===== src/rtl/button_pkg.sv =====
// Shared definitions for the button event decoder: FSM encoding and default
// timing constants for the 50 MHz board clock.
package button_pkg;

  localparam int STATE_W = 3;

  typedef enum logic [STATE_W-1:0] {
    ST_IDLE     = 3'd0,
    ST_PRESS1   = 3'd1,
    ST_WAIT_GAP = 3'd2,
    ST_PRESS2   = 3'd3,
    ST_LONG     = 3'd4
  } state_e;

  // 50 MHz board clock: 1 s long press, 250 ms double-click window.
  localparam int CLK_HZ              = 50_000_000;
  localparam int LONG_CYCLES_DEFAULT = CLK_HZ;
  localparam int GAP_CYCLES_DEFAULT  = CLK_HZ / 4;

  function automatic int max_int(input int a, input int b);
    return (a > b) ? a : b;
  endfunction

endpackage


===== src/rtl/button_event_decoder.sv =====
// Turns a debounced button level into one-cycle press/release/click/
// double-click/long-press events. All outputs are registered.
module button_event_decoder
  import button_pkg::*;
#(
  parameter int LONG_CYCLES = LONG_CYCLES_DEFAULT,
  parameter int GAP_CYCLES  = GAP_CYCLES_DEFAULT
) (
  input  logic               clk_i,
  input  logic               rst_n_i,
  input  logic               in,
  output logic               press_o,
  output logic               release_o,
  output logic               click_o,
  output logic               dbl_click_o,
  output logic               long_o,
  output logic [STATE_W-1:0] state_o
);

  localparam int CNT_W = $clog2(max_int(LONG_CYCLES, GAP_CYCLES) + 1);
  localparam logic [CNT_W-1:0] LONG_LAST = CNT_W'(LONG_CYCLES - 1);
  localparam logic [CNT_W-1:0] GAP_LAST  = CNT_W'(GAP_CYCLES - 1);
  localparam logic [CNT_W-1:0] CNT_ONE   = CNT_W'(1);

  logic             in_q;
  logic             rise;
  logic             fall;
  logic [CNT_W-1:0] cnt_reg;
  state_e           state_reg;

  assign rise    = in & ~in_q;
  assign fall    = ~in & in_q;
  assign state_o = state_reg;

  // The counter holds the number of samples already seen in the current
  // press/gap phase, so the limit test uses LIMIT-1 on the deciding sample.
  always_ff @(posedge clk_i or negedge rst_n_i) begin
    if (!rst_n_i) begin
      in_q        <= 1'b0;
      press_o     <= 1'b0;
      release_o   <= 1'b0;
      click_o     <= 1'b0;
      dbl_click_o <= 1'b0;
      long_o      <= 1'b0;
      cnt_reg     <= '0;
      state_reg   <= ST_IDLE;
    end else begin
      in_q        <= in;
      press_o     <= rise;
      release_o   <= fall;
      click_o     <= 1'b0;
      dbl_click_o <= 1'b0;
      long_o      <= 1'b0;

      case (state_reg)
        ST_IDLE: begin
          cnt_reg <= '0;
          if (rise) begin
            state_reg <= ST_PRESS1;
            cnt_reg   <= CNT_ONE;
          end
        end

        ST_PRESS1, ST_PRESS2: begin
          if (fall) begin
            if (state_reg == ST_PRESS1) begin
              state_reg <= ST_WAIT_GAP;
              cnt_reg   <= CNT_ONE;
            end else begin
              dbl_click_o <= 1'b1;
              state_reg   <= ST_IDLE;
              cnt_reg     <= '0;
            end
          end else if (cnt_reg == LONG_LAST) begin
            long_o    <= 1'b1;
            state_reg <= ST_LONG;
            cnt_reg   <= '0;
          end else begin
            cnt_reg <= cnt_reg + CNT_ONE;
          end
        end

        ST_WAIT_GAP: begin
          if (rise) begin
            state_reg <= ST_PRESS2;
            cnt_reg   <= CNT_ONE;
          end else if (cnt_reg == GAP_LAST) begin
            click_o   <= 1'b1;
            state_reg <= ST_IDLE;
            cnt_reg   <= '0;
          end else begin
            cnt_reg <= cnt_reg + CNT_ONE;
          end
        end

        ST_LONG: begin
          cnt_reg <= '0;
          if (fall) begin
            state_reg <= ST_IDLE;
          end
        end

        default: begin
          state_reg <= ST_IDLE;
          cnt_reg   <= '0;
        end
      endcase
    end
  end

endmodule

===== config.mk =====
export PLATFORM = sky130hd
export DESIGN_NAME = button_event_decoder
export DESIGN_NICKNAME = d
export VERILOG_FILES = /design/src/rtl/button_pkg.sv /design/src/rtl/button_event_decoder.sv
export SDC_FILE = /design/constraint.sdc
export NUM_CORES = 1
export LEC_CHECK = 0
export BUFFER_PORTS_ARGS = -buffer_cell sky130_fd_sc_hd__buf_2
export CORE_MARGIN = 4
export CORE_UTILIZATION = 59
export CTS_CLUSTER_DIAMETER = 80
export DETAILED_ROUTE_END_ITERATION = 12
export PLACE_DENSITY = 0.78
export SLEW_MARGIN = 0
export SYNTH_ARGS = -nofsm -noshare
export SYNTH_HDL_FRONTEND = slang
export SYNTH_SLANG_ARGS = --single-unit

===== constraint.sdc =====
create_clock -name clk_i -period 5.7 [get_ports clk_i]
set_clock_uncertainty 0.15 [all_clocks]
set_input_delay 0 -clock clk_i [delete_from_list [all_inputs] [get_ports clk_i]]
set_output_delay 0 -clock clk_i [all_outputs]
set_load 0.05 [all_outputs]

==> metrics.md <==
| Metric | Value |
|---|---|
| Outcome | finished clean |
| Antenna cells | 0 |
| Fmax | 0.408 GHz |
| Arr. time, crit path | 2.53 ns |
| Yosys reg bits | 35 |
| # Post-CTS Setup Buffers | 0 |
| Largest area contributor in the netlist | dfrtp_1 |
| Dpl cells | 211 |
| Pleak | 0.819 nW |
| Initial antenna violation count | 0 |
| Total gr overflow | 0 |
| Post-Syn Instances | 173 |
| Maximum vdd drop | 0.314 mV |
| Worst Hold Class | in -> async |
| Number of global-route vias before repair | 1290 |
| CP max FO | 26 |
| Max-slew violation count | 0 |
| Routed wire per std cell | 14.9 um |
| First-pass GRT wire length | 5.55 mm |
| DPL Wire Length | 2.25 mm |
| Core ar. | 2760 um2 |
| Clock tree from TritonCTS | yes |
| Yosys top cell area share | 51.2% |
| WL final | 3.30 mm |
| Clock Path Buffers | 2 |
| Layout cell share with drive strength beyond 1 | 11.6% |
| Synth Flop Type | dfrtp_1 |
| WP data required | 5.77 ns |
| Synthesized area per cell | 9.89 um2 |
| Critical path launch point type | flip-flop |
| Slew headroom | 51.2% |
| Port Buffers | 10 |
| Vias | 1300 |
| Drt pass-1 iters | 4 |
| Layout Nets | 193 |
| DR iter-0 viols | 68 |
| Drc violations | 0 |
| Die Width | 61.9 um |
| Skew-Pair Late Insertion Delay | 0.35 ns |
| GP Congestion | 0.851 |
| Post-DR vias/cell | 5.88 |
| Yosys warnings | 0 |
| Setup TNS | 0 ns |
| Fillers | 219 |
| Root Driver | clkbuf_4 |
| Worst-margin pin slew | 0.732 ns |
| Post-Syn Nets | 177 |
| Synth async-reset ratio | 100% |
| Post-CTS sizing | 0 |
| Clock sinks | 35 |
| Total track usage | 20.2% |
| Final setup violating endpoints | 0 |
| Clock slew at reported path FFs | 0.11 ns |
| Sequential area share after synthesis | 51.2% |
| Post-route non-filler standard cell count | 221 |
| Fin. Hold Viols | 0 |
| Row count | 19 |
| Antenna viol nets, final | 0 |
| Die H | 61.9 um |
| Largest net degree at the start of global routing | 36 |
| Synth Cell Area | 1710 um2 |
| Fin util | 68.9% |
| Unrepaired setup endpoints after global routing | no |
| I/O pin count | 11 |
| Tcrit/Tclk final | 43.0% |
| Synth area leaders | dfrtp_1 51%, xor2_1 7.7%, nor2_1 6.6% |
| Max-Cap Viols | 0 |
| EDFF count, synth | 0 |
| Starting Density | 62.1% |
| R2R setup slack | 3.25 ns |
| Crit end category | flip-flop |
| Most common library cells after synthesis | 35 x dfrtp_1, 30 x nor2_1, 15 x xor2_1, 14 x nand2_1, 10 x nand4_1 |
| Count leader, synth | dfrtp_1 |
| Die ar. | 3830 um2 |
| Htree depth | 2 |
| Layout area overhead | 11.0% |
| CP Class | reg -> reg |
| PD cells | 295 nW/um2 |
| Fin crit period | 2.45 ns |
| Synth unique cells | 31 |
| CTS Buf Count | 5 |
| Max reg flops | 26 |
## cells in the final DEF (no fill, tap or decap), types with 5 or more instances in the layout
cell / netlist / layout
dfrtp_1: 35 / 35
xnor2_1: 8 / 8
xor2_1: 15 / 15
nand2_1: 14 / 14
nand4_1: 10 / 10
and3_1: 7 / 7
nor3_1: 6 / 6
clkbuf_4: 0 / 5
nand3_1: 9 / 9
nor2_1: 30 / 30
inv_1: 5 / 5
buf_2: 0 / 10
## cell families (layout without fill, tap and decap cells)
group / after synthesis / in the layout / synth area share, %
fa+ha+maj: 1 / 1 / 0.731
compound gates: 10 / 10 / 4.53
simple gates: 96 / 96 / 29.2
buf+inv: 8 / 25 / 2.63
flops: 35 / 35 / 51.2
xor+xnor: 23 / 23 / 11.8
## routing by layer
| metal | global-route usage [%] | share of wire (%) | wire length, um | vias up |
|---|---|---|---|---|
| li1 | - | - | - | 630 |
| met1 | 22.9 | 44 | 1440 | 627 |
| met2 | 34.2 | 48 | 1600 | 34 |
| met5 | 0 | 0 | 0 | - |
| met4 | 10.3 | 2.6 | 85 | 0 |
| met3 | 5.99 | 5.3 | 175 | 9 |
## area by class of cell
cell class	instances	area [um2]	area share, %
Clock inverter	3	67.6	3.56
Multi-Input combinational cell	130	791	41.6
Clock buffer	5	37.5	1.98
Inverter	5	18.8	0.988
Timing Repair Buffer	12	70.1	3.69
Sequential cell	35	876	46.1
Tap cell	31	38.8	2.04
## critical path, stage by stage (launching register included)
cell     delay, ns
dfrtp_1       0.43
or4_1         0.56
nor3_1        0.17
nand4_1       0.24
a22oi_4       0.61
o22ai_1       0.15
## where the power goes
group          internal [mW]  leakage (nW)  switching, mW
sequential             0.258         0.480         0.0110
clock                  0.136        0.0514         0.0875
combinational         0.0198         0.288         0.0476
total                  0.414         0.819          0.146
## timing repair
action | in CTS | in global routing
hold buffers | 2 | 0
endpoints found under the hold margin | 44 | 0
endpoints found under the setup margin | 0 | 0
## through the flow
step	area, um2	total power, mW	hold WS (ns)	setup slack (ns)
5_1_grt	1900	0.583	0.146	3.05
3_5_place_dp	1770	0.342	-0.0461	3.26
6_report	1900	0.560	0.0819	3.25
4_1_cts	1900	0.561	0.120	3.25
2_1_floorplan	1710	0.327	-0.446	3.72
3_3_place_gp	1770	0.338	-0.0498	3.29
## final timing paths
check                                     startpoint                     end  cells past startpoint
max in group asynchronous                    rst_n_i    cnt_reg[6]$_DFF_PN0_                      2
worst max-delay path            cnt_reg[8]$_DFF_PN0_  state_o[1]$_DFFE_PN0P_                      5
worst min-delay path                         rst_n_i  state_o[0]$_DFFE_PN0P_                      2
worst max register to register  cnt_reg[8]$_DFF_PN0_  state_o[1]$_DFFE_PN0P_                      5
worst min register to register  cnt_reg[0]$_DFF_PN0_    cnt_reg[0]$_DFF_PN0_                      1
min in group clk_i                                in          in_q$_DFF_PN0_                      2
No activity file was read; power rests on OpenSTA's default activity.
